--- src/rtl/muldiv_unit.sv ---
// muldiv_unit: iterative RV32M multiply/divide unit.
// A multiply uses shift-add over a 2*XLEN product. A divide uses restoring
// division and produces one quotient bit per cycle. Signed operands are
// converted to magnitudes in LOAD, and the recorded sign is applied in FIX.
// Optional feature: define MULDIV_FAST_MUL_EN to form multiply products in a
// single combinational step in LOAD. Divide latency is unchanged.
module muldiv_unit #(
  parameter int XLEN = 32
) (
  input  logic            clk,
  input  logic            rst,
  input  logic            start,
  input  logic [2:0]      funct3,
  input  logic [XLEN-1:0] valA,
  input  logic [XLEN-1:0] valB,
  output logic            busy,
  output logic            done,
  output logic [XLEN-1:0] resultado
);

  localparam int CW = $clog2(XLEN);
  localparam logic [XLEN-1:0] MIN_NEG = {1'b1, {(XLEN-1){1'b0}}};

  typedef enum logic [2:0] {
    S_IDLE,
    S_LOAD,
    S_RUN,
    S_FIX,
    S_DONE
  } state_t;

  state_t            state;
  logic [2:0]        op_q;
  logic [XLEN-1:0]   a_q;
  logic [XLEN-1:0]   b_q;
  logic [XLEN-1:0]   dvs_q;     // |rs2|: multiplicand or divisor
  logic [2*XLEN-1:0] acc_q;     // mul: {hi, lo} product; div: {remainder, quotient}
  logic              neg_q;
  logic [CW-1:0]     counter;

  logic              is_div;
  logic              a_sgn;
  logic              b_sgn;
  logic              a_neg;
  logic              b_neg;
  logic [XLEN-1:0]   mag_a;
  logic [XLEN-1:0]   mag_b;
  logic              neg_res;
  logic              div_zero;
  logic              div_ovf;
  logic [XLEN-1:0]   special_res;
  logic [XLEN:0]     mul_sum;
  logic [2*XLEN-1:0] mul_next;
  logic [XLEN:0]     div_diff;
  logic [2*XLEN-1:0] div_next;
  logic [2*XLEN-1:0] prod_fix;
  logic [XLEN-1:0]   quo_fix;
  logic [XLEN-1:0]   rem_fix;
  logic [XLEN-1:0]   fix_res;

  // Operand decode, special-case detection, per-step datapath and final sign fix-up.
  always_comb begin
    // NOTE: every output gets a default first so no path can infer a latch.
    is_div      = op_q[2];
    a_sgn       = 1'b0;
    b_sgn       = 1'b0;
    special_res = '0;
    fix_res     = '0;

    if (is_div) begin
      a_sgn = ~op_q[0];
      b_sgn = ~op_q[0];
    end else begin
      a_sgn = (op_q == 3'b001) || (op_q == 3'b010);
      b_sgn = (op_q == 3'b001);
    end

    a_neg = a_sgn & a_q[XLEN-1];
    b_neg = b_sgn & b_q[XLEN-1];
    mag_a = a_neg ? -a_q : a_q;
    mag_b = b_neg ? -b_q : b_q;

    // The remainder takes the sign of the dividend. The quotient and product take the XOR of the operand signs.
    if (is_div && op_q[1]) neg_res = a_neg;
    else                   neg_res = a_neg ^ b_neg;

    div_zero = is_div && (b_q == '0);
    div_ovf  = is_div && !op_q[0] && (a_q == MIN_NEG) && (b_q == '1);

    if (div_zero) special_res = op_q[1] ? a_q : '1;
    else          special_res = op_q[1] ? '0  : MIN_NEG;

    // One shift-add step: add the multiplicand into the high half when the LSB is set, then shift right.
    mul_sum  = {1'b0, acc_q[2*XLEN-1:XLEN]} + (acc_q[0] ? {1'b0, dvs_q} : '0);
    mul_next = {mul_sum, acc_q[XLEN-1:1]};

    // One restoring step: shift the next dividend bit into the remainder and subtract when it fits.
    div_diff = acc_q[2*XLEN-1:XLEN-1] - {1'b0, dvs_q};
    if (div_diff[XLEN]) div_next = {acc_q[2*XLEN-2:0], 1'b0};
    else                div_next = {div_diff[XLEN-1:0], acc_q[XLEN-2:0], 1'b1};

    prod_fix = neg_q ? -acc_q : acc_q;
    quo_fix  = neg_q ? -acc_q[XLEN-1:0] : acc_q[XLEN-1:0];
    rem_fix  = neg_q ? -acc_q[2*XLEN-1:XLEN] : acc_q[2*XLEN-1:XLEN];

    if (is_div)               fix_res = op_q[1] ? rem_fix : quo_fix;
    else if (op_q == 3'b000)  fix_res = prod_fix[XLEN-1:0];
    else                      fix_res = prod_fix[2*XLEN-1:XLEN];
  end

  // Control FSM with registered busy/done/resultado and the iterative datapath registers.
  always_ff @(posedge clk or posedge rst) begin
    if (rst) begin
      state     <= S_IDLE;
      op_q      <= '0;
      a_q       <= '0;
      b_q       <= '0;
      dvs_q     <= '0;
      acc_q     <= '0;
      neg_q     <= 1'b0;
      counter   <= '0;
      busy      <= 1'b0;
      done      <= 1'b0;
      resultado <= '0;
    end else begin
      // NOTE: non-blocking assignments so every register samples pre-edge values.
      case (state)
        S_IDLE: begin
          done <= 1'b0;
          if (start) begin
            op_q  <= funct3;
            a_q   <= valA;
            b_q   <= valB;
            busy  <= 1'b1;
            state <= S_LOAD;
          end
        end

        S_LOAD: begin
          neg_q <= neg_res;
          dvs_q <= mag_b;
          if (div_zero || div_ovf) begin
            resultado <= special_res;
            busy      <= 1'b0;
            done      <= 1'b1;
            state     <= S_DONE;
`ifdef MULDIV_FAST_MUL_EN
          end else if (!is_div) begin
            acc_q <= {{XLEN{1'b0}}, mag_a} * {{XLEN{1'b0}}, mag_b};
            state <= S_FIX;
`endif
          end else begin
            acc_q   <= {{XLEN{1'b0}}, mag_a};
            counter <= CW'(XLEN - 1);
            state   <= S_RUN;
          end
        end

        S_RUN: begin
          acc_q <= is_div ? div_next : mul_next;
          if (counter == '0) state <= S_FIX;
          else               counter <= counter - 1'b1;
        end

        S_FIX: begin
          resultado <= fix_res;
          busy      <= 1'b0;
          done      <= 1'b1;
          state     <= S_DONE;
        end

        S_DONE: begin
          done  <= 1'b0;
          state <= S_IDLE;
        end

        default: state <= S_IDLE;
      endcase
    end
  end

endmodule
--- config.mk ---
export PLATFORM = sky130hd
export DESIGN_NAME = muldiv_unit
export DESIGN_NICKNAME = d
export VERILOG_FILES = /design/src/rtl/muldiv_unit.sv
export SDC_FILE = /design/constraint.sdc
export NUM_CORES = 1
export LEC_CHECK = 0
export CORE_ASPECT_RATIO = 1.4
export CORE_MARGIN = 2
export CORE_UTILIZATION = 60
export DETAILED_ROUTE_END_ITERATION = 8
export PLACE_DENSITY = 0.81
export SLEW_MARGIN = 0
export SYNTH_ARGS = -nofsm -noshare
export SYNTH_HDL_FRONTEND = slang
export SYNTH_SLANG_ARGS = --single-unit
--- constraint.sdc ---
create_clock -name clk -period 10.05 [get_ports clk]
set_clock_uncertainty 0.05 [all_clocks]
set_input_delay 2.01 -clock clk [delete_from_list [all_inputs] [get_ports clk]]
set_output_delay 2.01 -clock clk [all_outputs]
set_load 0.01 [all_outputs]
==> results.cfg <==
[detailed_routing]
avgViaCountPerCell = 6.61
wire_per_inst_um = 23.4
drt_iter0_markers = 1431
drt_wl_total_um = 55500
ant_nets = 0
drt_first_pass_iters = 6
vias = 15700
drc_errors = 0

[cts]
cts_sinks = 206
cts-root-buf = clkbuf_16
tritoncts = yes
cts-buffers-inserted = 23
cts_resized = 0
postCtsSetupBuffers = 0
clkLatencyLatePin_ps = 560
ctsHoldBuffers = 0
clk_pin_slew_ps = 70
clock_path_buffers = 3
htreeDepth = 1

[cells_and_area]
nets = 2129
fin_area_mm2 = 0.0183
fill_cells = 2282
final_util_pct = 68.2
area_delta_synth_final_pct = 12.2
layout-drive-gt1-share_pct = 7.64

[sta]
tightest_slew_ps = 1110
maxSlewHeadroom_pct = 25.3
min_period_ps = 5060
fmax_mhz = 198
rsz0062_at_grt = false
setup_viol = 0
hold_viol = 0
maxSlewViolCount = 0
period_share_pct = 50.3
layout_setup_ws_ps = 4990
finalSetupTns_ps = 0

[placed_design]
detailed_place.area_mm2 = 0.0175
gp_congestion = 1.05
hpwl_um = 40700
pre_cts_ws_ps = 5200
io_buffers = 103

[synth]
synth-simple-area-share_pct = 16.1
synthMuxAreaShare_pct = 8.10
yosysSeqAreaShare_pct = 31.6
synth_edf_count = 0
synth_flop_cell = dfrtp_1
synth.top_cell.area_share_pct = 31.6
synth_top_cell_by_area = dfrtp_1
yosysUniqueCellTypes = 76
synth_xor_area_share_pct = 9.99
synth_cells = 1976
synth_compound_area_share_pct = 23.8
yosysWarnings = 0
synth_nets = 2119
synth_area_leaders = dfrtp_1 32%, o21ai_0 5.9%, ha_1 5.4%, xor2_1 5.2%, xnor2_1 4.8%
synth.avg_cell_area_um2 = 8.26
synth_top_family_by_area = compound AO/OA/AOI/OAI gates
synthArstFlopShare_pct = 100
synth_seq_cells = 206
synthAdderAreaFrac_pct = 5.69
synthesis.area_mm2 = 0.0163

[die]
core-area_mm2 = 0.0268
start_util_pct = 60.8
die_y_um = 199
ios = 104
rows = 71
die-width_um = 143
dieArea_mm2 = 0.0285

[worst_setup_path]
path_max_fanout = 66
critPathRequiredTime_ps = 10450
worst-setup-path-type = flip-flop to flip-flop
start_kind = flip-flop
worstPathArrival_ps = 5460
end_kind = flip-flop

[power]
ir_drop_uv = 215
p_leak_nw = 7.66
power_density_mw_per_mm2 = 376

[global_routing]
grt_pass1_vias = 14900
grt-ovfl-total = 0
grt.total_usage_pct = 38.8
antenna_found_initial = 2
grt_max_degree = 124
grt_first_pass_wirelength_um = 85200

[outcome]
run_status = complete, no violations

[worst_hold_path]
hp-class = flip-flop to flip-flop

[job]
maxCapViolations = 0
-- layout by cell type, fill, tap and decap left out, types with 15 or more instances in the layout --
cell and instances:
xor2_1 96, nand3_1 30, a22oi_1 23, o211ai_1 35
clkdlybuf4s50_1 103, nor2_1 186, mux2_2 64, dfrtp_1 204
nor4_1 19, nand2_1 177, buf_4 18, o21ai_0 192
a21o_1 32, nand2b_1 15, or3_1 21, mux2i_1 60
a31oi_1 26, a21oi_1 155, clkbuf_16 23, nand4_1 18
o31ai_1 33, ha_1 71, xnor2_1 89, nor3_1 26
inv_1 62
-- cell usage after synthesis, drive strengths merged (11+ instances only) --
| library cell | instances |
|---|---|
| o21ai | 196 |
| nand2 | 177 |
| o21bai | 11 |
| clkbuf | 120 |
| buf | 16 |
| inv | 63 |
| dfrtp | 206 |
| nor2 | 188 |
| nand3 | 30 |
| nor3 | 28 |
| a21oi | 155 |
| nor4 | 20 |
| a22oi | 23 |
| mux2i | 60 |
| a21o | 32 |
| o31ai | 34 |
| nand2b | 16 |
| or4 | 14 |
| o22ai | 14 |
| xnor2 | 89 |
| xor2 | 97 |
| ha | 71 |
| o41ai | 12 |
| or3 | 21 |
| a31oi | 26 |
| o211ai | 35 |
| mux2 | 64 |
| o221ai | 11 |
| nand4 | 18 |
-- stage by stage --
step | cells | hold slack [ps] | power (mW)
after floorplan | 1976 | 427 | 4.59
after global placement | 2326 | 410 | 5.73
after detailed placement | 2326 | 415 | 5.81
after CTS | 2368 | 428 | 6.78
after global routing | 2368 | 436 | 7.29
final | 2370 | 424 | 6.89
-- sequential cells by signal, summed over array words and instances, names as in the netlist --
name       flops
acc_q         64
a_q           32
b_q           32
dvs_q         32
resultado     32
counter        5
op_q           3
state          3
busy           1
done           1
neg_q          1
-- final timing paths --
check,startpoint,to,slack [ps],cells past startpoint
worst max-delay path,op_q[2],acc_q[62],4990,9
worst min-delay path,resultado[10],resultado[10],420,1
worst max register to register,op_q[2],acc_q[62],4990,9
worst min register to register,resultado[10],resultado[10],420,1
max in group asynchronous,rst,neg_q,6180,3
min in group asynchronous,rst,acc_q[42],1900,2
-- per-layer routing --
metal	vias to the layer above	GRT usage, %	wire length [µm]
met5	-	0	0
li1	7186	-	-
met2	758	62.7	26100
met3	232	6.37	3820
met4	0	33.3	5520
met1	7492	44.5	20000
-- logic make-up after synthesis --
logic type / count (synthesis)
adder cells (fa/ha/maj): 73
AND/OR/NAND/NOR: 565
buffers and inverters: 200
flip-flops: 206
XOR/XNOR: 186
AO/OA/AOI/OAI: 622
multiplexers: 124
-- worst max-delay path, stage by stage (launching register included) --
cell and delay (ps):
dfrtp_2 780, clkinv_1 550, or3_1 590, nor4_2 900
a31oi_1 130, and2_2 220, buf_4 310, nor2_4 780
inv_1 320, o221ai_1 260
-- power by group --
| part | total, mW | switching, mW | leakage, nW | internal, mW |
|---|---|---|---|---|
| logic | 4.03 | 2.39 | 4.75 | 1.64 |
| registers | 1.92 | 0.697 | 2.50 | 1.22 |
| clock network | 0.944 | 0.387 | 0.415 | 0.556 |
| total | 6.89 | 3.47 | 7.66 | 3.41 |
-- final cells by class --
type	count	area (µm²)	area share, %
inverters	64	248	1.35
clock inverters	14	193	1.05
repair buffers	121	1170	6.37
diodes	2	5.00	0.0273
clock buffers	28	634	3.47
well taps	365	457	2.50
flip-flops and latches	206	5160	28.2
multi-input cells	1570	10400	57.1
Note: power is estimated with default switching activity, not from simulation.
